$ cat config.mk
export PLATFORM = sky130hd
export DESIGN_NAME = mul_seq_ctrl
export DESIGN_NICKNAME = d
export VERILOG_FILES = /design/src/rtl/mul_ctrl_pkg.sv /design/src/rtl/mul_seq_ctrl.sv
export SDC_FILE = /design/constraint.sdc
export NUM_CORES = 1
export LEC_CHECK = 0
export CAP_MARGIN = 15
export CORE_AREA = 5 5 42 44
export CTS_BUF_LIST = sky130_fd_sc_hd__clkbuf_8
export DETAILED_ROUTE_END_ITERATION = 10
export DIE_AREA = 0 0 47 49
export GPL_TIMING_DRIVEN = 1
export PLACE_DENSITY = 0.68
export SETUP_SLACK_MARGIN = 0.3
export SLEW_MARGIN = 10
export SYNTH_ARGS = -nofsm -noshare
export SYNTH_HDL_FRONTEND = slang
export SYNTH_SLANG_ARGS = --single-unit
export TNS_END_PERCENT = 5
$ cat constraint.sdc
create_clock -name clock -period 1.6 [get_ports clock]
set_input_delay 0.24 -clock clock [delete_from_list [all_inputs] [get_ports clock]]
set_output_delay 0.24 -clock clock [all_outputs]
set_load 0.01 [all_outputs]
$ cat src/rtl/mul_ctrl_pkg.sv
// Shared definitions for the shift-add multiply sequencer: state encoding,
// strobe-vector bit positions and the state/md_bit -> strobe decoder.
package mul_ctrl_pkg;

  typedef enum logic [2:0] {
    ST_IDLE  = 3'd0,
    ST_LOAD  = 3'd1,
    ST_CLEAR = 3'd2,
    ST_STEP  = 3'd3,
    ST_SHIFT = 3'd4,
    ST_DONE  = 3'd5
  } state_e;

  localparam int unsigned NUM_STROBES = 7;

  localparam int unsigned STB_ENDES  = 0;
  localparam int unsigned STB_LMD    = 1;
  localparam int unsigned STB_LAC    = 2;
  localparam int unsigned STB_OP2    = 3;
  localparam int unsigned STB_SD0    = 4;
  localparam int unsigned STB_LRESET = 5;
  localparam int unsigned STB_LINT   = 6;

  typedef logic [NUM_STROBES-1:0] strobe_t;

  // In STEP the multiplier bit picks add (op2) or shift (sd0); never both.
  function automatic strobe_t decode_strobes(input state_e st, input logic md_bit);
    strobe_t s;
    s = '0;
    case (st)
      ST_LOAD: begin
        s[STB_ENDES] = 1'b1;
        s[STB_LMD]   = 1'b1;
      end
      ST_CLEAR: begin
        s[STB_LRESET] = 1'b1;
        s[STB_LINT]   = 1'b1;
      end
      ST_STEP: begin
        s[STB_ENDES] = 1'b1;
        s[STB_LAC]   = 1'b1;
        s[STB_OP2]   = md_bit;
        s[STB_SD0]   = ~md_bit;
      end
      ST_SHIFT: begin
        s[STB_ENDES] = 1'b1;
        s[STB_LAC]   = 1'b1;
        s[STB_SD0]   = 1'b1;
      end
      default: s = '0;
    endcase
    return s;
  endfunction

  function automatic logic state_is_busy(input state_e st);
    return (st == ST_LOAD) || (st == ST_CLEAR) || (st == ST_STEP) || (st == ST_SHIFT);
  endfunction

endpackage

$ cat src/rtl/mul_seq_ctrl.sv
// Counted-loop sequencer for the accumulator/MD shift-add multiplier:
// load, clear, WIDTH add/shift iterations, one-cycle done pulse.
module mul_seq_ctrl
  import mul_ctrl_pkg::*;
#(
  parameter int unsigned WIDTH = 8,
  parameter int unsigned CNT_W = 3
) (
  input  logic             clock,
  input  logic             reset_n,
  input  logic             start,
  input  logic             abort,
  input  logic             md_bit,
  input  logic             zero_a,
  input  logic             zero_b,
  output logic [CNT_W-1:0] bit_sel,
  output logic             endes,
  output logic             lmd,
  output logic             lac,
  output logic             op2,
  output logic             sd0,
  output logic             lreset,
  output logic             lint,
  output logic             busy,
  output logic             done,
  output logic             zero_flag
);

  localparam logic [CNT_W-1:0] LAST_BIT = CNT_W'(WIDTH - 1);

  state_e           state_q, state_d;
  logic [CNT_W-1:0] cnt_q, cnt_d;
  logic             zero_flag_q, zero_flag_d;
  logic             last_bit;
  strobe_t          strobes;

  assign last_bit = (cnt_q == LAST_BIT);

  always_ff @(posedge clock or negedge reset_n) begin
    if (!reset_n) begin
      state_q     <= ST_IDLE;
      cnt_q       <= '0;
      zero_flag_q <= 1'b0;
    end else begin
      state_q     <= state_d;
      cnt_q       <= cnt_d;
      zero_flag_q <= zero_flag_d;
    end
  end

  // Exit test precedes increment, so the counter saturates at WIDTH-1.
  always_comb begin
    state_d     = state_q;
    cnt_d       = cnt_q;
    zero_flag_d = zero_flag_q;
    case (state_q)
      ST_IDLE: begin
        cnt_d = '0;
        if (start) state_d = ST_LOAD;
      end
      ST_LOAD: state_d = ST_CLEAR;
      ST_CLEAR: begin
        cnt_d = '0;
        if (zero_a || zero_b) begin
          zero_flag_d = 1'b1;
          state_d     = ST_DONE;
        end else begin
          zero_flag_d = 1'b0;
          state_d     = ST_STEP;
        end
      end
      ST_STEP: begin
        if (md_bit) begin
          state_d = ST_SHIFT;
        end else if (last_bit) begin
          state_d = ST_DONE;
        end else begin
          cnt_d = cnt_q + CNT_W'(1);
        end
      end
      ST_SHIFT: begin
        if (last_bit) begin
          state_d = ST_DONE;
        end else begin
          cnt_d   = cnt_q + CNT_W'(1);
          state_d = ST_STEP;
        end
      end
      ST_DONE: begin
        cnt_d   = '0;
        state_d = ST_IDLE;
      end
      default: begin
        cnt_d   = '0;
        state_d = ST_IDLE;
      end
    endcase
    if (abort && (state_q != ST_IDLE)) begin
      state_d = ST_IDLE;
      cnt_d   = '0;
    end
  end

  assign strobes = decode_strobes(state_q, md_bit);

  assign endes     = strobes[STB_ENDES];
  assign lmd       = strobes[STB_LMD];
  assign lac       = strobes[STB_LAC];
  assign op2       = strobes[STB_OP2];
  assign sd0       = strobes[STB_SD0];
  assign lreset    = strobes[STB_LRESET];
  assign lint      = strobes[STB_LINT];
  assign busy      = state_is_busy(state_q);
  assign done      = (state_q == ST_DONE);
  assign bit_sel   = cnt_q;
  assign zero_flag = zero_flag_q;

endmodule
==> out/qor.yml <==
status: "finished clean"
grt-ovfl-total: 0
dieArea_um2: 2303
wl_per_cell_um: 13.20
grt_start_max_net_pins: 10
finalPower_w: 0.001451
seq_area_frac_synth_pct: 36.27
synth.avg_cell_area_um2: 9.288
p_leak_nw: 0.4835
synth_edf_count: 0
p_per_area_nw_per_um2: 1633
arrival_ns: 1.36
layout_min_cycle_time_ns: 1.599
firstDrtPassIters: 4
syn_nets: 61
clk_latency_ns: 0.22
cp_slowest_stage_delay_ns: 0.43
setup.worst_path.start_class: "flop"
die_x_um: 47
synth_area_leader_cell: "dfrtp_1"
hold_viol_final: 0
postSynth.asyncResetShare_pct: 100.0
cts_hold_buf: 0
remaining_drc_errors: 0
utilization_pct: 63.39
synth_cell_types: 29
grt_setup_unrepaired: "yes"
antennaDiodeCount: 0
clk_pin_slew_worst_paths_ns: 0.04
cts_sinks: 7
syn_inst: 52
tightestPinTransition_ns: 0.3043
final-setup-viol-count: 0
num_vias: 517
synth_seq_cells: 7
antenna_found_initial: 0
slew_violations: 0
path_class: "reg -> out"
critPathMaxFanout: 3
rows: 14
grt_pass1_vias: 524
fill_cells: 113
yosysWarningCount: 0
drt-initial-drc-count: 6
max_freq_mhz: 625.4
totalWireLength_um: 1346
numCtsBuffers: 3
die_y_um: 49
cp_cell_sequence: "or3b_4 > buf_6 > o21ai_2 > buf_2"
coreArea_um2: 1401
cts_buffer_depth: 2
io_pins: 20
clock_skew_ns: 0.001679
final_layout_size_suffix_gt1_share_pct: 47.67
cap_violations: 0
synth.top_cell.area_share_pct: 36.27
dpl_cell_area_um2: 769.5
initial_core_util_pct: 34.46
grt_usage_pct: 12.49
htree_levels: 1
final_cell_mix: "buf_4 (11), dfrtp_1 (7), buf_2 (7)"
finalNetCount: 96
syn_area_um2: 483.0
area_growth_syn_to_layout_pct: 83.94
grt_pass1_wl_um: 2208
whs_ns: 0.2729
synth.area.top_cells: "dfrtp_1 (36%), ha_1 (5.2%), mux2i_1 (4.1%), nand2b_1 (3.9%), nor3b_4 (3.9%)"
peakVddDrop_v: 0.001064
min_period_over_period_pct: 99.94
gp_congestion: 0.7246
fin_tns_setup_ns: 0
cp_slowest_cell: "or3b_4"
viasPerCell: 5.069
cp.required_ns: 1.36
antenna_left: 0
final_cell_area_um2: 888.4
root_buffer: "clkbuf_8"
layout_commonest_cell: "buf_4"
hpwl_um: 931.2
hp-class: "in -> async"
numPortBuffers: 19
endpoint_kind: "primary output"
synth_ff_type: "dfrtp_1"
slew_headroom_pct: 79.65
cts_tree: "yes"
## cell families after synthesis
| group | count (synthesis) | share of synthesized area [%] |
|---|---|---|
| AO/OA/AOI/OAI | 12 | 17.10 |
| adder cells (fa/ha/maj) | 2 | 5.181 |
| buffers and inverters | 5 | 5.181 |
| flip-flops | 7 | 36.27 |
| multiplexers | 3 | 6.477 |
| AND/OR/NAND/NOR | 23 | 29.80 |
## worst paths after layout
kind,start,endpoint,slack (ns),depth (start not counted)
setup / recovery,state_q[1],sd0,0.001,4
min in group clock,zero_flag,zero_flag,0.53,2
hold reg to reg,zero_flag,zero_flag,0.53,2
setup reg to reg,state_q[1],state_q[2],0.05,6
hold / removal,reset_n,zero_flag,0.27,1
max in group asynchronous,reset_n,bit_sel[2],1.10,1
## layout make-up
| type | instances | area (um2) | share of cell area, % |
|---|---|---|---|
| timing repair buffer | 34 | 292.8 | 32.96 |
| inverter | 1 | 3.754 | 0.4225 |
| tap | 16 | 20.02 | 2.254 |
| clock inverter | 1 | 3.754 | 0.4225 |
| multi-input combinational | 40 | 351.6 | 39.58 |
| sequential | 7 | 175.2 | 19.72 |
| clock buffer | 3 | 41.29 | 4.648 |
## cell usage after synthesis (all sizes together) (2+ instances only)
master,number
o21ai,4
nor2,4
a22o,2
nand2b,3
buf,3
mux2i,2
nor3,2
nand2,4
and3,2
a21oi,2
nor3b,2
or2,2
dfrtp,7
ha,2
## state kept, by name, summed over array words and instances (netlist names)
register	flops
bit_sel	3
state_q	3
zero_flag	1
## layer usage
metal / global-route usage [%] / wire length [um] / vias up
met3: 4.059 / 110 / 2
met4: 2.765 / 6 / 0
met2: 20.59 / 683 / 17
met5: 0 / 0 / -
met1: 15.32 / 546 / 241
li1: - / - / 257
## timing repair
action | CTS | global route
pin swaps | 1 | 5
resized for setup | 28 | 26
setup buffers | 4 | 0
endpoints found under the setup margin | 19 | 19
gates cloned | 0 | 0
## power breakdown
part / internal, W / total (W) / switching (W)
Combinational: 0.000520 / 0.000961 / 0.000441
Sequential: 0.000226 / 0.000251 / 0.0000258
Clock: 0.000166 / 0.000238 / 0.0000727
## through the flow
stage                     std cells  setup slack (ns)
after floorplan                  52            0.1475
after global placement           94           -0.1823
after detailed placement         94           -0.1817
after CTS                       102           0.01128
after global routing            102          -0.03463
final                           102          0.001024
## worst max-delay path, delay by kind of cell (launching register included)
family / cells / cell delay [ns]
buffers and inverters: 2 / 0.29
and+or+nand+nor: 1 / 0.43
AOI/OAI and AO/OA: 1 / 0.05
DFF: 1 / 0.37
Power figures use the tool's default switching activity.
